### src/rtl/ttt_move_ctrl.sv
// ---------------------------------------------------------------------------
// ttt_move_ctrl
//
// Purpose: player-side move controller for a 3x3 tic-tac-toe game. It moves a
// cursor over the board from button pulses, keeps a record of occupied cells,
// and presents each accepted move to the downstream tttv2 judge for exactly
// two cycles. It tracks whose turn it is and how many moves were made, and it
// stops when the judge reports game over or when the board is full.
//
// Ports:
//   clk                    in   single clock, rising edge
//   reset                  in   asynchronous, active-low clear of all state
//   btn_left / btn_right   in   cursor_x step -1 / +1, wrapping 0..2
//   btn_up / btn_down      in   cursor_y step -1 / +1, wrapping 0..2
//   btn_confirm            in   request a move at the cursor (beats cursor buttons)
//   stop_game              in   game-over flag from tttv2
//   cursor_x, cursor_y     out  cursor cell (x = row, y = column)
//   data_in_x, data_in_y   out  coordinates of the move presented to tttv2
//   player                 out  side to move (0 or 1)
//   enable                 out  high while a move is presented (2 cycles)
//   move_count             out  accepted moves, 0..9
//   reject                 out  one-cycle pulse for a confirm on an occupied cell
//   game_over              out  high once the game has ended
// ---------------------------------------------------------------------------
module ttt_move_ctrl (
    input  logic       clk,
    input  logic       reset,
    input  logic       btn_left,
    input  logic       btn_right,
    input  logic       btn_up,
    input  logic       btn_down,
    input  logic       btn_confirm,
    input  logic       stop_game,
    output logic [1:0] cursor_x,
    output logic [1:0] cursor_y,
    output logic [1:0] data_in_x,
    output logic [1:0] data_in_y,
    output logic [1:0] player,
    output logic       enable,
    output logic [3:0] move_count,
    output logic       reject,
    output logic       game_over
);

    typedef enum logic [1:0] {
        S_IDLE  = 2'd0,
        S_ISSUE = 2'd1,
        S_HOLD  = 2'd2,
        S_OVER  = 2'd3
    } state_t;

    state_t     r_state,   w_state_next;
    logic [1:0] r_cur_x,   w_cur_x_next;
    logic [1:0] r_cur_y,   w_cur_y_next;
    logic [1:0] r_din_x,   w_din_x_next;
    logic [1:0] r_din_y,   w_din_y_next;
    logic       r_player,  w_player_next;
    logic [3:0] r_count,   w_count_next;
    logic [8:0] r_mask,    w_mask_next;
    logic       r_reject,  w_reject_next;

    logic [3:0] w_cell_idx;
    logic       w_cell_busy;
    logic [3:0] w_count_inc;

    // One wrapping step on a 0..2 axis; opposing buttons together cancel.
    function automatic logic [1:0] step_axis(input logic [1:0] v,
                                             input logic       inc,
                                             input logic       dec);
        logic [1:0] res;
        res = v;
        if (inc && !dec) begin
            res = (v == 2'd2) ? 2'd0 : v + 2'd1;
        end else if (dec && !inc) begin
            res = (v == 2'd0) ? 2'd2 : v - 2'd1;
        end
        return res;
    endfunction

    // Row-major cell index: row * 3 + column.
    assign w_cell_idx  = ({2'b00, r_cur_x} * 4'd3) + {2'b00, r_cur_y};
    assign w_cell_busy = r_mask[w_cell_idx];
    assign w_count_inc = (r_count < 4'd9) ? r_count + 4'd1 : r_count;

    always_comb begin
        w_state_next  = r_state;
        w_cur_x_next  = r_cur_x;
        w_cur_y_next  = r_cur_y;
        w_din_x_next  = r_din_x;
        w_din_y_next  = r_din_y;
        w_player_next = r_player;
        w_count_next  = r_count;
        w_mask_next   = r_mask;
        w_reject_next = 1'b0;

        case (r_state)
            S_IDLE: begin
                if (stop_game) begin
                    w_state_next = S_OVER;
                end else if (btn_confirm) begin
                    if (w_cell_busy) begin
                        w_reject_next = 1'b1;
                    end else begin
                        w_din_x_next = r_cur_x;
                        w_din_y_next = r_cur_y;
                        w_mask_next  = r_mask | (9'd1 << w_cell_idx);
                        w_state_next = S_ISSUE;
                    end
                end else begin
                    w_cur_x_next = step_axis(r_cur_x, btn_right, btn_left);
                    w_cur_y_next = step_axis(r_cur_y, btn_down, btn_up);
                end
            end
            S_ISSUE: begin
                w_state_next = S_HOLD;
            end
            S_HOLD: begin
                // Move is committed as the presentation window closes.
                w_player_next = ~r_player;
                w_count_next  = w_count_inc;
                if (stop_game || (w_count_inc == 4'd9)) begin
                    w_state_next = S_OVER;
                end else begin
                    w_state_next = S_IDLE;
                end
            end
            S_OVER: begin
                w_state_next = S_OVER;
            end
            default: begin
                w_state_next = S_IDLE;
            end
        endcase
    end

    always_ff @(posedge clk or negedge reset) begin
        if (!reset) begin
            r_state  <= S_IDLE;
            r_cur_x  <= 2'd0;
            r_cur_y  <= 2'd0;
            r_din_x  <= 2'd0;
            r_din_y  <= 2'd0;
            r_player <= 1'b0;
            r_count  <= 4'd0;
            r_mask   <= 9'd0;
            r_reject <= 1'b0;
        end else begin
            r_state  <= w_state_next;
            r_cur_x  <= w_cur_x_next;
            r_cur_y  <= w_cur_y_next;
            r_din_x  <= w_din_x_next;
            r_din_y  <= w_din_y_next;
            r_player <= w_player_next;
            r_count  <= w_count_next;
            r_mask   <= w_mask_next;
            r_reject <= w_reject_next;
        end
    end

    assign cursor_x   = r_cur_x;
    assign cursor_y   = r_cur_y;
    assign data_in_x  = r_din_x;
    assign data_in_y  = r_din_y;
    assign player     = {1'b0, r_player};
    assign move_count = r_count;
    assign reject     = r_reject;
    assign enable     = (r_state == S_ISSUE) || (r_state == S_HOLD);
    assign game_over  = (r_state == S_OVER);

endmodule

### config.mk
export PLATFORM = sky130hd
export DESIGN_NAME = ttt_move_ctrl
export DESIGN_NICKNAME = d
export VERILOG_FILES = /design/src/rtl/ttt_move_ctrl.sv
export SDC_FILE = /design/constraint.sdc
export NUM_CORES = 1
export LEC_CHECK = 0
export CAP_MARGIN = 30
export CORE_UTILIZATION = 52
export CTS_CLUSTER_DIAMETER = 30
export CTS_CLUSTER_SIZE = 20
export DETAILED_ROUTE_END_ITERATION = 16
export PLACE_DENSITY = 0.79
export RECOVER_POWER = 25
export SLEW_MARGIN = 10
export SYNTH_ARGS = -nofsm -noshare
export SYNTH_HDL_FRONTEND = slang
export SYNTH_SLANG_ARGS = --single-unit
### constraint.sdc
create_clock -name clk -period 3.74 [get_ports clk]
set_input_delay 0.748 -clock clk [delete_from_list [all_inputs] [get_ports clk]]
set_output_delay 0.748 -clock clk [all_outputs]
set_load 0.03 [all_outputs]
# Word-level counts from Yosys, hierarchy flattened
# Index checks and enable logic that the tools add are counted.
# Widths: inputs -> output; s select.
[totals]
register_bits = 25
inputBits = 8
output_inout_bits = 17
wordCells = 71
[op_classes]
n_addsub = 6
n_mul = 1
n_lt_le_gt_ge = 2
n_eq_ne = 8
n_shift = 1
muxes = 20
bitwise_logic = 5
n_reduce_logical = 19
[ops]
columns = ["op", "n"]
rows = [
  ["$mux 2", 12],
  ["$reduce_and 4->1", 3],
  ["$or 9x9->9", 1],
  ["$shl 1x4->9 const A", 1],
  ["$eq 2x2->1 const B", 4],
  ["$pmux 2 s4", 1],
  ["$logic_not 2->1", 3],
  ["$ne 3x3->1 const B", 2],
  ["$lt 4x5->1 const B", 1],
  ["$mux 1", 5],
  ["$add 2x1->2 const B", 2],
  ["$add 4x1->4 const B", 1],
  ["$add 4x2->4", 1],
  ["$bmux 1 s4", 1],
  ["$eq 4x4->1 const B", 1],
  ["$logic_and 1x1->1", 4],
  ["$logic_not 1->1", 4],
  ["$lt 4x4->1 const B", 1],
  ["$mul 2x2->4 const B", 1],
  ["$mux 4", 1],
  ["$not 1->1", 4],
  ["$reduce_bool 2->1", 2],
  ["$sub 2x1->2 const B", 2],
  ["$eq 2x1->1 const B", 1],
  ["other kinds (2)", 3],
]

# Logic depth before layout (Yosys ltp)
[depth]
word_depth = 8
ltp_mapped = 10
depth_no_buf = 8

# Worst setup path after synthesis
# Ideal clock, no wire load.
[synth_path]
path_type = "register -> register"
start = "reg r_cur_x[1], in the netlist cursor_x[1]"
end = "reg r_mask[8]"
setup_ps = 120
arrival_ps = 3061
required_time_ps = 3620
setup_slack_ps = 558
stages_incl_launch_ff = 11
n_path_buf = 2
synth_period_minus_slack_ps = 3182
cell_sequence = "dfrtp_1 > fa_1 > ha_1 > fa_1 > nor2b_1 > a32oi_1 > and3_1 > and3_1 > buf_6 > buf_8 > a31o_2"
[synth_via]
elab_chain_len = 6
elab_cells_between_ends = 8
classes_between = "add/sub: 1; mul: 1; shift: 1; mux: 2; bitwise: 2; reduce/logical: 1"
[synth_rtl]
columns = ["element", "line", "rtl"]
rows = [
  ["start: declaration", "53", "logic [1:0] r_cur_x, w_cur_x_next;"],
  ["start signal: assignment", "149", "r_cur_x <= w_cur_x_next;"],
  ["$mul 2x2->4 (*)", "81", "assign w_cell_idx = ({2'b00, r_cur_x} * 4'd3) + {2'b00, r_cur_y};"],
  ["$add 4x2->4 (*)", "81", ""],
  ["$bmux 1 s4", "82", "assign w_cell_busy = r_mask[w_cell_idx];"],
  ["$mux 1 (implied by the code)", "82", ""],
  ["$not 1->1 (no line)", "--", ""],
  ["$reduce_and 4->1 (no line)", "--", ""],
  ["end signal: assignment", "155", "r_mask <= w_mask_next;"],
  ["end: declaration", "59", "logic [8:0] r_mask, w_mask_next;"],
]
# Every way passes the cells marked *; elsewhere a longest branch is shown, timed or not. The select of a mux whose other input is x is not followed.
# A chain may end at the register's enable or synchronous reset.

# Final worst setup path
[layout_path]
start = "reg r_cur_x[0], in the netlist cursor_x[0]"
end = "reg r_din_y[1], in the netlist data_in_y[1]"
[layout_via]
elab_chain_len = 6
[layout_rtl]
columns = ["element", "line", "rtl"]
rows = [
  ["$mul 2x2->4", "81", ""],
  ["$add 4x2->4", "81", ""],
  ["$bmux 1 s4", "82", ""],
  ["$mux 1 (implied by the code)", "82", ""],
  ["$not 1->1 (no line)", "--", ""],
  ["$reduce_and 4->1 (no line)", "--", ""],
  ["end signal: assignment", "152", "r_din_y <= w_din_y_next;"],
  ["end: declaration", "56", "logic [1:0] r_din_y, w_din_y_next;"],
]
# No other way between the ends. The select of a mux whose other input is x is not followed.

==> metrics <==
Seq/Total Area, Yosys=0.430; post-CTS sizing=0; # Post-CTS Setup Buffers=0; Fin Hold WS=0.471 ns; Final HPWL DP=2080 um; fin crit period=3.37 ns; 1st-iter DRT viols=13; startpoint types=flip-flop; vias in the first global route=1035; htree depth=1; Reg clk slew, reported paths=~0.13 ns; diode count=0; Post-synth top cells=dfrtp_1, ha_1, inv_1; crit-path max FO=14; Hold-fix buffers, CTS=0; CTS Buffer Depth=2; Clk Latency, worst-skew pair=0.31 ns; detailed-route vias per instance=between 5 and 6; setup TNS=0 ns; global route overflow=0; RR Startpoint=cursor_x[0]; post-synth top area share=0.430; total wire length=2620 um; Async SR Flop Fraction=1.00; clock sinks=25; Chip Width=54.9 um; Largest delay share family, worst path=adder cells; worst slew pin tran=around 0.72 ns; HP Class=flip-flop to flip-flop; Cells after Synth=130; synth unique cells=31; Post-Syn Nets=156; DRC viols=0; status=finished, final reports clean; RSZ-0062 raised after global routing=no; initial antenna violation count=0; #FFs+latches synth=25; CTS Buf Count=3; critical path startpoint=cursor_x[0]; Core Region=~2600 sq um; drt wl/cell=about 14 um; first-pass GRT wire length=around 4500 um; num ports=25; Slew Viols, Final=0; Via Count=1024; Required @ worst endpoint=3.96 ns; CP max-delay cell=fa_1; largest net degree at the start of global routing=15; top cells by area, synth=dfrtp_1, ha_1, mux2_2; worst path buffer plus inverter count=0; Final setup viols=0; Layout Skew=about 0.0093 ns; Area Growth Syn to Fin=16.9%; worst setup path class=flip-flop to flip-flop; drt pass-1 iters=4; Synth area leader=dfrtp_1; Clock Tree Root=clkbuf_4; R2R Setup Slk=approximately 0.37 ns; final hold violations=0; max capacitance violation total=0; Std-Cell Rows=18; # fillers=210; CP endpoint kind=flip-flop; EDFF count, synth=0; Hold Startpoint=r_player; GRT Util Overall=0.213; mapped cell area=1450 sq um; worst path arrival time=3.58 ns; die height=about 55 um; Achievable Freq=297 MHz; CTS tree=built; initial core utilization=0.566; share of layout cells above drive strength 1=0.118; Detail Route Antenna Nets=0; Final Wtd Congestion=just over 0.8; Primary FF master, synth=dfrtp_1; Nets=180; Critical Path Max Stage Delay=0.52 ns; Tcrit/Tclk final=0.900; slew margin rel.=0.518; Die ar.=3010 sq um; syn avg cell area=between 10 and 15 sq um; most frequent cell after synthesis=dfrtp_1; cells along the critical path=fa_1, ha_1, fa_1, nor2b_1, a32oi_1, and3_1, and3_1, mux2_2; I/O Buffers=23; Synthesis Warnings=0
-- worst register-to-register path, delay by kind of cell (launching register included) --
family	cells	cell delay [ns]
compound gates	1	0.20
fa+ha+maj	3	1.23
flops	1	0.50
mux	1	0.40
simple gates	3	0.95
-- layout by cell type, fill, tap and decap left out --
cell type / netlist / layout
inv_1: 12 / 12
nor3_1: 3 / 3
a221oi_1: 1 / 1
and3_1: 2 / 2
xor2_1: 1 / 1
clkbuf_4: 0 / 3
a211o_1: 1 / 1
nor2b_1: 6 / 6
a32oi_1: 1 / 1
ha_1: 16 / 16
dlygate4sd3_1: 0 / 1
nand3_1: 2 / 2
o311ai_0: 2 / 2
nor2_1: 5 / 5
clkbuf_1: 0 / 2
a21oi_1: 2 / 2
o21ai_0: 4 / 4
nand2b_1: 3 / 3
conb_1: 1 / 1
xnor2_1: 1 / 1
a31oi_1: 3 / 3
o211ai_1: 1 / 1
a41o_1: 3 / 3
nand2_1: 10 / 10
clkdlybuf4s50_1: 0 / 22
fa_1: 2 / 2
mux4_2: 1 / 1
nand4_1: 1 / 1
mux2i_1: 2 / 2
mux2_2: 7 / 7
a31o_2: 7 / 7
dfrtp_1: 25 / 25
-- path summary, 6_finish.rpt --
check / end / cells after the start
min reg2reg: r_player / 1
min: r_player / 1
max: data_in_y[1] / 8
max in group asynchronous: r_mask[2] / 2
max reg2reg: data_in_y[1] / 8
min in group asynchronous: cursor_y[1] / 1
-- final cells by class --
cell class                      instances  area (sq um)  share of cell area
Timing Repair Buffer                   24           234               0.138
Multi-Input combinational cell         88           731               0.430
Tap cell                               30          37.5              0.0221
Inverter                               12          45.0              0.0265
Clock buffer                            4          26.3              0.0155
Sequential cell                        25           626               0.368
-- metal layers --
metal	GRT usage	part of all wire	vias to the layer above	routed length, um
met5	0	0	-	0
met4	0.0256	0	0	0
met3	0.0583	0.040	0	106
met2	0.371	0.49	20	1290
met1	0.266	0.47	498	1230
li1	-	-	506	-
-- logic make-up after synthesis --
kind of cell    Yosys count  share of synthesized area
other cells               1                    0.00258
flops                    25                      0.430
fa+ha+maj                18                      0.165
simple gates             32                      0.108
buf+inv                  17                     0.0671
mux                      10                     0.0835
compound gates           25                      0.132
xor+xnor                  2                     0.0121
-- through the flow --
stage               setup WS (ns)  instances  area (sq um)  utilization
floorplan                   0.558        130          1450            -
detailed placement          0.415        179          1680        0.656
CTS                         0.388        183          1710        0.666
finish                      0.374        183          1700        0.662
global placement            0.542        178          1670        0.650
global route                0.214        183          1700        0.662
-- registers in the layout, summed over array words and instances, names as in the netlist --
register	cells
cursor_x	2
cursor_y	2
data_in_x	2
data_in_y	2
move_count	4
r_mask	9
r_player	1
r_state	2
reject	1
Power is not shown: default switching activity piles up to over one toggle a cycle in this logic, so the estimate is an artifact.
